[src/rtl/led_scan_capture_pkg.sv]
// Shared constants and types for the multiplexed 7-segment scan capture block.
// Glyphs are active-high {g,f,e,d,c,b,a}.
package led_scan_capture_pkg;

  localparam int unsigned NumDigits = 8;

  // Index n holds the glyph for hex digit n.
  localparam logic [15:0][6:0] Glyph = {
    7'h71, 7'h79, 7'h5E, 7'h39, 7'h7C, 7'h77, 7'h6F, 7'h7F,
    7'h07, 7'h7D, 7'h6D, 7'h66, 7'h4F, 7'h5B, 7'h06, 7'h3F
  };

  typedef enum logic [1:0] {
    StIdle,
    StSettle,
    StHold
  } scan_state_e;

  function automatic logic is_onehot_low(input logic [7:0] sel);
    return $onehot(~sel);
  endfunction

endpackage

[src/rtl/seg7_to_hex.sv]
// Combinational 7-segment glyph to hex nibble decoder.
// Unknown glyphs decode to nibble 0 with err_o set.
module seg7_to_hex
  import led_scan_capture_pkg::*;
(
  input  logic [6:0] seg_i,
  output logic [3:0] nibble_o,
  output logic       err_o
);

  always_comb begin
    nibble_o = 4'h0;
    err_o    = 1'b1;
    for (int unsigned g = 0; g < 16; g++) begin
      if (seg_i == Glyph[g]) begin
        nibble_o = 4'(g);
        err_o    = 1'b0;
      end
    end
  end

endmodule

[src/rtl/led_scan_capture.sv]
// Captures a multiplexed 8-digit 7-segment scan into a 32-bit hex word once every
// digit has been seen stable; also flags bad selects and a stalled scan.
module led_scan_capture
  import led_scan_capture_pkg::*;
#(
  parameter int unsigned STABLE_CYCLES  = 4,
  parameter int unsigned TIMEOUT_CYCLES = 65535
) (
  input  logic        clk,
  input  logic        rst,
  input  logic [7:0]  LEDSEL,
  input  logic [7:0]  LEDOUT,
  output logic [31:0] hex_word,
  output logic [7:0]  dp_word,
  output logic [7:0]  digit_err,
  output logic        frame_valid,
  output logic        sel_err,
  output logic        stale
);

  localparam logic [7:0]  StableMax  = 8'(STABLE_CYCLES);
  localparam logic [15:0] TimeoutMax = 16'(TIMEOUT_CYCLES);

  logic [15:0] sample_in;
  logic [15:0] samp_q, samp_d;
  logic [7:0]  stab_q, stab_d;
  logic [15:0] tmo_q, tmo_d;
  scan_state_e state_q, state_d;
  logic [7:0]  seen_q, seen_d;
  logic [31:0] sh_hex_q, sh_hex_d;
  logic [7:0]  sh_dp_q, sh_dp_d;
  logic [7:0]  sh_err_q, sh_err_d;
  logic [31:0] hex_q, hex_d;
  logic [7:0]  dp_q, dp_d;
  logic [7:0]  derr_q, derr_d;
  logic        fv_q, fv_d;
  logic        sel_err_q, sel_err_d;

  logic        changed, in_ff, capture, accept, frame_fire;
  logic [3:0]  dec_nibble;
  logic        dec_err;

  assign sample_in = {LEDSEL, LEDOUT};
  assign changed   = (sample_in != samp_q);
  assign in_ff     = (LEDSEL == 8'hFF);

  seg7_to_hex u_dec (
    .seg_i    (~samp_q[6:0]),
    .nibble_o (dec_nibble),
    .err_o    (dec_err)
  );

  always_comb begin
    samp_d  = sample_in;
    stab_d  = changed ? 8'd0 : ((stab_q == StableMax) ? stab_q : stab_q + 8'd1);
    state_d = state_q;
    capture = 1'b0;
    case (state_q)
      StIdle: begin
        if (changed && !in_ff) state_d = StSettle;
      end
      StSettle: begin
        if (changed) begin
          state_d = in_ff ? StIdle : StSettle;
        end else if (stab_d == StableMax) begin
          state_d = StHold;
          capture = 1'b1;
        end
      end
      StHold: begin
        if (changed) state_d = in_ff ? StIdle : StSettle;
      end
      default: state_d = StIdle;
    endcase
  end

  // A full seen mask publishes the shadow one clock after the completing capture.
  assign frame_fire = (seen_q == 8'hFF);

  always_comb begin
    seen_d    = frame_fire ? 8'h00 : seen_q;
    sh_hex_d  = sh_hex_q;
    sh_dp_d   = sh_dp_q;
    sh_err_d  = sh_err_q;
    sel_err_d = sel_err_q;
    accept    = 1'b0;
    if (capture) begin
      if (is_onehot_low(samp_q[15:8])) begin
        accept = 1'b1;
        for (int i = 0; i < 8; i++) begin
          if (!samp_q[8+i]) begin
            sh_hex_d[4*i +: 4] = dec_nibble;
            sh_dp_d[i]         = ~samp_q[7];
            sh_err_d[i]        = dec_err;
            seen_d[i]          = 1'b1;
          end
        end
      end else begin
        sel_err_d = 1'b1;
      end
    end
    hex_d  = frame_fire ? sh_hex_q : hex_q;
    dp_d   = frame_fire ? sh_dp_q : dp_q;
    derr_d = frame_fire ? sh_err_q : derr_q;
    fv_d   = frame_fire;
    tmo_d  = accept ? 16'd0 : ((tmo_q == TimeoutMax) ? tmo_q : tmo_q + 16'd1);
  end

  always_ff @(posedge clk or negedge rst) begin
    if (!rst) begin
      samp_q    <= 16'hFFFF;
      stab_q    <= 8'd0;
      tmo_q     <= 16'd0;
      state_q   <= StIdle;
      seen_q    <= 8'h00;
      sh_hex_q  <= 32'h0;
      sh_dp_q   <= 8'h00;
      sh_err_q  <= 8'h00;
      hex_q     <= 32'h0;
      dp_q      <= 8'h00;
      derr_q    <= 8'h00;
      fv_q      <= 1'b0;
      sel_err_q <= 1'b0;
    end else begin
      samp_q    <= samp_d;
      stab_q    <= stab_d;
      tmo_q     <= tmo_d;
      state_q   <= state_d;
      seen_q    <= seen_d;
      sh_hex_q  <= sh_hex_d;
      sh_dp_q   <= sh_dp_d;
      sh_err_q  <= sh_err_d;
      hex_q     <= hex_d;
      dp_q      <= dp_d;
      derr_q    <= derr_d;
      fv_q      <= fv_d;
      sel_err_q <= sel_err_d;
    end
  end

  assign hex_word    = hex_q;
  assign dp_word     = dp_q;
  assign digit_err   = derr_q;
  assign frame_valid = fv_q;
  assign sel_err     = sel_err_q;
  assign stale       = (tmo_q == TimeoutMax);

endmodule

[config.mk]
export PLATFORM = sky130hd
export DESIGN_NAME = led_scan_capture
export DESIGN_NICKNAME = d
export VERILOG_FILES = /design/src/rtl/led_scan_capture_pkg.sv /design/src/rtl/seg7_to_hex.sv /design/src/rtl/led_scan_capture.sv
export SDC_FILE = /design/constraint.sdc
export NUM_CORES = 1
export LEC_CHECK = 0
export CAP_MARGIN = 10
export CORE_ASPECT_RATIO = 0.5
export CORE_MARGIN = 5
export CORE_UTILIZATION = 57
export DETAILED_ROUTE_END_ITERATION = 8
export PLACE_DENSITY = 0.8
export SLEW_MARGIN = 10
export SYNTH_ARGS = -nofsm -noshare
export SYNTH_HDL_FRONTEND = slang
export SYNTH_HIERARCHICAL = 1
export SYNTH_SLANG_ARGS = --single-unit
[constraint.sdc]
create_clock -name clk -period 5.29 [get_ports clk]
set_input_delay 1.3225 -clock clk [delete_from_list [all_inputs] [get_ports clk]]
set_output_delay 1.3225 -clock clk [all_outputs]
set_load 0.1 [all_outputs]
==> summary.txt, run 1 <==
STA
  • Final Setup Violations: 0
  • Final max-slew violation count: 0
  • Setup TNS Final: 0 ps
  • Final setup margin: 850 ps
  • Worst Tran Pin Value: 1100 ps
  • Setup Skew: 10.0 ps
  • Minimum clock period: 4440 ps
  • Final hold vios: 0
  • Crit share post-route: 0.839
  • RSZ-0062 raised after global routing: false
  • Peak Freq: 225 MHz
  • Hold slack: 461 ps
  • Max-slew headroom: 0.262

Place
  • GP Congestion: 0.829
  • Port Buffers: 68
  • DP Area: 7610 sq um
  • Setup WS pre-CTS: 882 ps
  • Placed Cells: 843
  • Final HPWL DP: 9310 microns

Cells and area
  • Final #Nets: 725
  • Ant. Diodes: 0
  • Area Growth Syn to Fin: 19.7%
  • Total area of sequential cells: 3720 sq um
  • Multi-input combinational cell area: 2830 sq um
  • Share of layout cells above drive strength 1: 0.113
  • Design Area, Final: 8210 sq um
  • Final Non-Filler Cells: 875
  • Final Core Density: 0.696
  • Filler Cells Inserted: 852

Synth
  • Synthesized area per cell: 10.8 sq um
  • Cells after Synth: 636
  • Synth top area share: 0.481
  • Cell Area, Synth: 6860 sq um
  • Yosys warnings: 6
  • Top FF cell, synth: dfrtp_1
  • Synthesized flop and latch total: 148
  • Synthesized net count: 664
  • Sequential area share after synthesis: 0.543
  • Ys async rst share: 1.00
  • Commonest cells post-synth: nand2_1, dfrtp_1, inv_1
  • Synth area leaders: dfrtp_1, nand2_1, dfstp_2
  • Area leader, netlist: dfrtp_1
  • Synth cell types: 64
  • EDFF count, synth: 0
  • Top-count cell post-synth: nand2_1

Clocking
  • CTS clk-pin slew, worst paths: 70 ps
  • Number of H-tree levels: 4
  • Hold Buf Count CTS: 0
  • Setup Buffers After CTS: 0
  • Insertion delay to the later sink of the worst-skew pair: 430 ps
  • Clock sink total: 148
  • Max clock buf depth: 2
  • Root Driver: clkbuf_16
  • CTS tree: done
  • PostCTS Resize Cnt: 0
  • TritonCTS Buffers: 17

GRT
  • Vias in the first global route: 4,813
  • Gr usage total: 0.215
  • Largest net degree at the start of global routing: 65
  • Global-route wire length before repair: 24,300 microns
  • Met1 usage: 0.287
  • Met3 usage: 0.0517
  • Congestion Overflow GR: 0
  • Most used routing layer: met2
  • Antenna violations before repair: 0
  • M2 GR Usage: 0.353

Setup path
  • WS Path Type: register to register
  • CP Max Fanout: 10
  • Worst Setup Start Kind: register
  • Required @ worst endpoint: 5600 ps
  • Critical path endpoint category: register
  • Arrival time worst endpoint: 4750 ps

Die
  • Core Area: 11,800 sq um
  • Initial Utilization: 0.581
  • Die Width: 165 microns
  • Die area: 14,500 sq um
  • Die Ht: 87.6 microns
  • Row Count: 28
  • I/O Pins: 69

Routing
  • Detail Route Antenna Nets: 0
  • Vias per std cell: 5.53
  • DRC Markers: 0
  • Post-Route WL: 14,300 microns
  • Avg WL per Cell: 16.4 microns
  • Vias post-DR: 4,838
  • Initial DRC count: 540
  • Initial DRT Pass Iterations: 5

Power and ir drop
  • Tot Pwr: 2.82 mW
  • Pwr Density: 343 nW/um^2
  • Leak pwr: 3.95 nW
  • Max VDD drop: 0.000300 V

Worst hold path
  • HP Class: register to register

Outcome
  • Run status: finished clean

Flow run
  • Maximum capacitance violations: 0
-- layer usage --
| layer | vias up | share of wire |
|---|---|---|
| met5 | - | 0 |
| met4 | 0 | 0.019 |
| met3 | 29 | 0.052 |
| met2 | 115 | 0.48 |
| met1 | 2418 | 0.45 |
| li1 | 2276 | - |
-- final cells by class --
| cell class | instances | area share |
|---|---|---|
| multi-input cells | 421 | 0.345 |
| clock buffers | 18 | 0.0522 |
| flip-flops and latches | 148 | 0.453 |
| repair buffers | 73 | 0.0873 |
| well taps | 165 | 0.0251 |
| inverters | 36 | 0.0165 |
| clock inverters | 14 | 0.0207 |
-- report_power, final --
| group | total, mW | internal, mW | switching (mW) |
|---|---|---|---|
| clock network | 1.23 | 0.711 | 0.515 |
| logic | 0.326 | 0.131 | 0.194 |
| registers | 1.27 | 1.20 | 0.0672 |
| total | 2.82 | 2.04 | 0.777 |
-- worst max-delay path, stage by stage, from the launching register on --
cell,delay [ps]
dfstp_2,570
fa_1,430
inv_1,80
fa_1,430
fa_1,500
ha_1,170
inv_1,60
fa_1,470
and2_0,420
nand4_1,150
or4_1,660
mux2_4,380
-- logic make-up after synthesis --
| family | count (synthesis) | synth area share |
|---|---|---|
| compound gates | 57 | 0.0585 |
| xor+xnor | 38 | 0.0485 |
| fa+ha+maj | 10 | 0.0226 |
| buf+inv | 67 | 0.0447 |
| flops | 148 | 0.543 |
| mux | 49 | 0.0844 |
| simple gates | 267 | 0.199 |
-- state kept, by name, indices dropped and copies added (netlist names), 2 cells and up --
name	count
sh_hex_q	32
samp_q	16
seen_q	8
sh_err_q	8
tmo_q	16
dp_word	8
digit_err	8
sh_dp_q	8
stab_q	8
hex_word	32
state_q	2
-- path summary, 6_finish.rpt --
check,start,cells after the start,end,slack (ps)
max in group asynchronous,rst,2,sh_hex_q[27],3440
min in group asynchronous,rst,1,tmo_q[13],890
worst max-delay path,samp_q[9],11,sh_hex_q[30],850
worst max register to register,samp_q[9],11,sh_hex_q[30],850
worst min register to register,sh_hex_q[2],2,hex_word[2],460
worst min-delay path,sh_hex_q[2],2,hex_word[2],460
-- cells in the final DEF, fill, tap and decap left out, types with 10 or more instances in the layout --
cell,Yosys,routed
a21oi_1,10,10
nor2_1,34,34
clkbuf_16,0,17
xor2_1,21,21
nand3_1,13,13
nand2_1,145,145
inv_1,35,35
mux2_4,10,10
nand4_1,19,19
dfstp_2,16,16
clkdlybuf4s50_1,0,66
xnor2_1,17,17
mux2_1,30,30
a211oi_1,10,10
dfrtp_1,132,132
Power figures use the tool's default switching activity.
==> run 2, diff against run 1 <==
- CORE_UTILIZATION: 57 -> 51
- PLACE_DENSITY: 0.8 -> 0.76
- clock period: 5.29 -> 3.7 ns (I/O delays scaled with it)
==> run 2 against run 1 <==
  * The flow now finishes with violations (setup timing)
  * Sequential power rose by 43%
  * First-iteration DRC count shrank 43%
  * Non-clock buffer count rose by 33
  * Setup slack worse by 1200 ps
  * Clock power grew 51%
  * Total power grew 52%
  * Sequential cell count did not move
  * Fmax is 9.9% higher
  * Wire length grew 10%
  * Combinational power is 92% higher
  * Clock skew is 6.0 ps higher
  * Register-to-register slack worse by 1200 ps
  * Critical endpoint is now sh_hex_q[18]
  * Largest power group is now clock
  * Highest routed layer unchanged
==> summary.txt, run 2 (synthesis results as in run 1) <==
Place
  • Placed Cells: 876 (+3.9%)
  • GP Congestion: 0.844 (+1.8%)
  • Port Buffers: 68 (unchanged)
  • Final HPWL DP: 9700 microns (+4.2%)

STA
  • Peak Freq: 248 MHz (+9.9%)
  • Final Setup Violations: 73 (+73)
  • Final max-slew violation count: 0 (unchanged)
  • RSZ-0062 raised after global routing: true
  • Worst Tran Pin Value: 1080 ps (-18.9 ps)
  • Hold slack: 474 ps (+13.7 ps)
  • Setup Skew: 16.1 ps (+6.02 ps)
  • Final setup margin: -340 ps (-1190 ps)
  • Max-slew headroom: 0.274 (+0.0126)
  • Crit share post-route: 1.09 (+0.252)
  • Minimum clock period: 4040 ps (-401 ps)
  • Final hold vios: 0 (unchanged)

Setup path
  • Cell count of the worst reg-to-reg path: 14 (+3)
  • Required @ worst endpoint: 3990 ps (-1610 ps)
  • R2R setup slack: -340 ps (-1190 ps)
  • CP dominant cell by count: fa_1
  • Crit-path cells: fa_1 -> inv_1 -> fa_1 -> fa_1 -> ha_2 -> inv_2 -> fa_2 -> a211oi_2 -> mux2_4 -> buf_12 -> nand4_1 -> nor4_4 -> buf_6 -> mux2_4
  • CP Max Fanout: 7 (-3)
  • Worst Setup Start Kind: register
  • Critical path endpoint category: register
  • Crit-path max cell delay: 550 ps (-110 ps)
  • RR Endpoint: sh_hex_q[18]
  • Arrival time worst endpoint: 4330 ps (-420 ps)
  • WS Path Type: register to register
  • CP max stage cell: dfstp_2
  • FF-to-FF Start: samp_q[9]

GRT
  • Congestion Overflow GR: 0 (unchanged)
  • Largest net degree at the start of global routing: 84 (+29%)
  • Global-route wire length before repair: 26,100 microns (+7.2%)
  • Gr usage total: 0.200 (-0.0148)
  • Vias in the first global route: 5,157 (+7.1%)
  • Antenna violations before repair: 0 (unchanged)

Clocking
  • Insertion delay to the later sink of the worst-skew pair: 420 ps (about the same)
  • CTS clk-pin slew, worst paths: 70 ps (about the same)
  • CTS tree: done
  • Root Driver: clkbuf_16
  • Hold Buf Count CTS: 0 (unchanged)
  • Clock sink total: 148 (unchanged)
  • TritonCTS Buffers: 17 (unchanged)
  • Number of H-tree levels: 4 (unchanged)
  • Max clock buf depth: 2 (unchanged)

Routing
  • Initial DRT Pass Iterations: 4 (-1)
  • Vias per std cell: 5.39 (-2.5%)
  • Vias post-DR: 4,923 (+1.8%)
  • Post-Route WL: 15,800 microns (+10%)
  • Initial DRC count: 309 (-43%)
  • Avg WL per Cell: 17.3 microns (+5.6%)
  • Detail Route Antenna Nets: 0 (unchanged)
  • DRC Markers: 0 (unchanged)

Die
  • I/O Pins: 69 (unchanged)
  • Die Ht: 92.0 microns (+5.1%)
  • Die Width: 174 microns (+5.4%)
  • Die area: 16,000 sq um (+11%)
  • Initial Utilization: 0.531 (-0.0500)
  • Core Area: 12,900 sq um (+9.4%)
  • Row Count: 29 (+3.6%)

Power and ir drop
  • Pwr Density: 487 nW/um^2 (+42%)
  • Leak pwr: 4.20 nW (+6.5%)
  • Tot Pwr: 4.30 mW (+52%)
  • Max VDD drop: 0.000420 V (+40%)

Cells and area
  • Ant. Diodes: 0 (unchanged)
  • Commonest non-fill, non-tap cells in the layout: nand2_1, dfrtp_1, clkdlybuf4s50_1, mux2_4, inv_1
  • Filler Cells Inserted: 955 (+12%)
  • Final #Nets: 758 (+4.6%)
  • Area Growth Syn to Fin: 28.4%
  • Final Non-Filler Cells: 913 (+4.3%)
  • Share of layout cells above drive strength 1: 0.234 (+0.122)
  • Most common cell after layout, fill and taps aside: nand2_1

Worst hold path
  • Hold Crit Depth: 2 (unchanged)
  • HP Class: register to register
  • Hold path start: digit_err[7]
  • Hold Crit Endpoint: digit_err[7]

Outcome
  • Failing checks: setup timing
  • Run status: complete, but fails checks

Flow run
  • Maximum capacitance violations: 0 (unchanged)
run 2: cell types whose count changed in the layout (fill, tap and decap cells not counted), moves of 3 or more:
cell             previous run  this run
mux2_4                     10        40
buf_4                       6        27
mux2_1                     30         1
nor2_2                      0         4
buf_6                       1        21
nor2_1                     34        28
buf_12                      0         3
clkdlybuf4s50_1            66        54
run 2: where the power goes:
group | internal, mW | switching [mW]
Clock | 1.10 | 0.764
Combinational | 0.289 | 0.337
Sequential | 1.72 | 0.0942
run 2: repair_timing:
| item | CTS | global route |
|---|---|---|
| endpoints found under the setup margin | 72 | 73 |
| setup buffers | 5 | 2 |
| pin swaps | 4 | 9 |
| gates resized for setup | 63 | 12 |
| cloned | 1 | 0 |
run 2: worst max-delay path by stage:
| stage | start | end | slack [ps] |
|---|---|---|---|
| global route | samp_q[9] | sh_hex_q[18] | -450 |
| floorplan | samp_q[9] | sh_err_q[6] | -230 |
| global placement | samp_q[9] | sh_hex_q[28] | -250 |
| finish | samp_q[9] | sh_hex_q[18] | -340 |
| CTS | samp_q[9] | sh_hex_q[21] | -350 |
| detailed placement | samp_q[9] | sh_hex_q[18] | -370 |
run 2: through the flow:
step	instance area, sq um	setup WS (ps)	util	setup TNS, ps
floorplan	6880	-225	-	-6220
finish	8810	-340	0.682	-17980
global placement	7860	-247	0.609	-10740
global route	8810	-447	0.682	-26040
detailed placement	7860	-374	0.609	-18650
CTS	8790	-352	0.681	-15330
run 2: final cells by class:
cell class                      count  area [sq um]  share of cell area
Sequential cell                   148          3720               0.422
Multi-Input combinational cell    421          3040               0.345
Timing Repair Buffer              106          1060               0.121
Clock buffer                       17           425              0.0483
Clock inverter                     15           215              0.0244
Tap cell                          170           213              0.0241
Inverter                           36           135              0.0153
run 2: layer usage:
layer,up-vias,part of all wire,global-route usage,wire length (microns)
met2,95,0.50,0.334,7830
met5,-,0,0,0
met1,2471,0.45,0.262,7150
met3,21,0.036,0.0435,573
met4,0,0.014,0.0724,228
li1,2336,-,-,-
run 2: worst max-delay path, delay by kind of cell, from the launching register on:
| kind | cells | cell delay (ps) |
|---|---|---|
| compound gates | 1 | 170 |
| simple gates | 2 | 380 |
| fa+ha+maj | 5 | 1880 |
| buf+inv | 4 | 430 |
| flops | 1 | 550 |
| mux | 2 | 510 |
==> run 3, diff against run 2 <==
- ABC_AREA: not set -> 1
- CORE_UTILIZATION: 51 -> 52
==> run 3 against run 2 <==
  * The run now ends clean
  * Fmax rose by 11%
  * First-iteration DRC count grew 91%
  * Core utilization is 2.1 points lower
  * Setup slack better by 390 ps
  * Die area is 4.4% higher
  * Critical path depth did not move
  * Final cell count rose by 30%
  * Sequential cell count did not move
  * Area after synthesis rose by 6.9%
  * Largest power group unchanged
==> summary.txt, run 3 <==
Outcome
  • Run status: finished clean

GRT
  • Met3 usage: 0.0655 (+0.0220)
  • Vias in the first global route: 5,975 (+16%)
  • Gr usage total: 0.216 (+0.0157)
  • Met1 usage: 0.289 (+0.0267)
  • Largest net degree at the start of global routing: 72 (-14%)
  • Congestion Overflow GR: 0 (unchanged)
  • Most used routing layer: met2
  • M2 GR Usage: 0.341 (+0.00661)
  • Antenna violations before repair: 1 (+1)
  • Global-route wire length before repair: 28,700 microns (+9.8%)

Cells and area
  • Final #Nets: 1,010 (+33%)
  • Most common cell after layout, fill and taps aside: nand2_1
  • Ant. Diodes: 0 (unchanged)
  • Share of layout cells above drive strength 1: 0.162 (-0.0724)
  • Design Area, Final: 9030 sq um (+2.5%)
  • Area Growth Syn to Fin: 23.1%
  • Commonest non-fill, non-tap cells in the layout: nand2_1, dfrtp_1, inv_1, clkdlybuf4s50_1, nand4_1

Clocking
  • Number of H-tree levels: 4 (unchanged)
  • CTS clk-pin slew, worst paths: 60 ps (about the same)
  • Clock sink total: 148 (unchanged)
  • CTS tree: done
  • Insertion delay to the later sink of the worst-skew pair: 430 ps (about the same)
  • Max clock buf depth: 2 (unchanged)
  • TritonCTS Buffers: 17 (unchanged)
  • Root Driver: clkbuf_16
  • Hold Buf Count CTS: 0 (unchanged)

STA
  • Crit share post-route: 0.986 (-0.105)
  • Worst Tran Pin Value: 985 ps (-99.1 ps)
  • Final hold vios: 0 (unchanged)
  • Hold slack: 422 ps (-52.1 ps)
  • Final max-slew violation count: 0 (unchanged)
  • Minimum clock period: 3650 ps (-390 ps)
  • Max-slew headroom: 0.342 (+0.0674)
  • Peak Freq: 274 MHz (+11%)
  • RSZ-0062 raised after global routing: true
  • Final Setup Violations: 0 (-100%)
  • Setup Skew: 10.4 ps (-5.62 ps)

Place
  • Final HPWL DP: 11,200 microns (+15%)
  • DP Area: 8270 sq um (+5.1%)
  • GP Congestion: 0.864 (+2.3%)
  • Port Buffers: 68 (unchanged)

Flow run
  • Maximum capacitance violations: 0 (unchanged)

Die
  • Row Count: 30 (+3.4%)
  • Die Ht: 94.0 microns (+2.1%)
  • I/O Pins: 69 (unchanged)
  • Core Area: 13,700 sq um (+5.8%)
  • Die Width: 178 microns (+2.2%)
  • Die area: 16,700 sq um (+4.4%)
  • Initial Utilization: 0.537 (+0.00553)

Setup path
  • Required @ worst endpoint: 4030 ps (+40 ps)
  • CP Max Fanout: 7 (unchanged)
  • Worst Setup Start Kind: register
  • Critical path endpoint category: register
  • Arrival time worst endpoint: 3980 ps (-350 ps)
  • WS Path Type: register to register

Synth
  • Top FF cell, synth: dfrtp_1
  • Cells after Synth: 905 (+42%)
  • Area leader, netlist: dfrtp_1
  • Ys async rst share: 1.00 (unchanged)
  • Synth top area share: 0.450 (-0.0310)
  • Sequential area share after synthesis: 0.508 (-0.0349)
  • Synthesized flop and latch total: 148 (unchanged)
  • Synth area leaders: dfrtp_1, nand2_1, dfstp_2
  • Yosys warnings: 6 (unchanged)
  • Commonest cells post-synth: nand2_1, dfrtp_1, inv_1
  • EDFF count, synth: 0 (unchanged)
  • Synthesized net count: 933 (+41%)
  • Top-count cell post-synth: nand2_1
  • Cell Area, Synth: 7330 sq um (+6.9%)
  • Synthesized area per cell: 8.10 sq um (-25%)
  • Synth cell types: 40 (-38%)

Routing
  • Initial DRT Pass Iterations: 5 (+1)
  • DRC Markers: 0 (unchanged)
  • Avg WL per Cell: 14.5 microns (-16%)
  • Initial DRC count: 590 (+91%)
  • Vias per std cell: 5.17 (-4.1%)
  • Detail Route Antenna Nets: 0 (unchanged)
  • Post-Route WL: 17,200 microns (+9.3%)
  • Vias post-DR: 6,139 (+25%)

Power and ir drop
  • Pwr Density: 423 nW/um^2 (-13%)
  • Leak pwr: 4.84 nW (+15%)
  • Max VDD drop: 0.000268 V (-36%)

Worst hold path
  • HP Class: input pin to asynchronous set/reset pin
==> run 3: cell types whose count changed in the layout (fill, tap and decap cells not counted), sizes merged, moves of 8 or more <==
cell           before  now
mux2i               8    0
clkdlybuf4s50      54   63
nor4               15    3
nand3              14   31
nor2               34   60
buf                51   21
nand2             145  412
a211oi             11    0
mux2               41    0
xnor2              17    3
inv                42  113
nand4              20   64
xor2               21    7
==> run 3: power breakdown <==
group | internal [mW] | switching, mW | leakage, nW | total [mW]
logic | 0.179 | 0.266 | 2.57 | 0.444
clock network | 0.957 | 0.777 | 0.288 | 1.73
registers | 1.63 | 0.00704 | 1.98 | 1.64
==> run 3: cells by family (layout without fill, tap and decap cells) <==
group | count (synthesis) | in the layout | share of synthesized area
XOR/XNOR | 10 | 10 | 0.0119
AND/OR/NAND/NOR | 583 | 584 | 0.368
flip-flops | 148 | 148 | 0.508
buffers and inverters | 134 | 223 | 0.0740
adder cells (fa/ha/maj) | 10 | 10 | 0.0212
AO/OA/AOI/OAI | 20 | 20 | 0.0169
==> run 3: timing repair <==
item	in CTS	in global routing
buffers inserted	0	4
gates resized for setup	0	31
setup endpoints to repair	0	62
==> run 3: layer usage <==
metal	routed length, microns	vias up
met5	13	-
met4	237	2
met3	1080	24
met2	8270	172
met1	7640	2943
li1	-	2998
==> run 3: layout make-up <==
cell class / count / area [sq um]
clock buffer: 17 / 425
clock inverter: 15 / 163
fill: 1091 / 4630
inverter: 105 / 394
multi-input combinational: 624 / 3150
sequential: 148 / 3720
tap: 192 / 240
timing repair buffer: 86 / 936
==> run 3: worst max-delay path, stage by stage, from the launching register on <==
cell and delay [ps]:
dfstp_2 560, fa_1 430, inv_1 80, fa_1 420, fa_1 500, ha_2 190, inv_2 40, fa_1 400
nand2_1 100, nand3_2 80, a21oi_4 210, buf_6 200, nand3_2 180, nand2_1 130, inv_2 30
==> run 3: final timing paths <==
check | from | endpoint | slack [ps] | cells after the start
min | rst | stab_q[3] | 420 | 1
min in group clk | hex_word[30] | hex_word[30] | 480 | 2
max | samp_q[9] | tmo_q[0] | 50 | 14
min reg2reg | hex_word[30] | hex_word[30] | 480 | 2
max in group asynchronous | rst | samp_q[9] | 2450 | 2
max reg2reg | samp_q[9] | tmo_q[0] | 50 | 14
==> run 3: stage by stage <==
step	cells	TNS, ps	power, mW	util	setup slack [ps]
2_1_floorplan	905	-952	1.87	-	-31.8
3_3_place_gp	1148	0	2.00	0.605	194
3_5_place_dp	1148	0	2.01	0.605	67.5
4_1_cts	1180	0	3.74	0.648	70.3
5_1_grt	1187	-3490	3.97	0.661	-89.8
6_report	1187	0	3.82	0.661	50.1
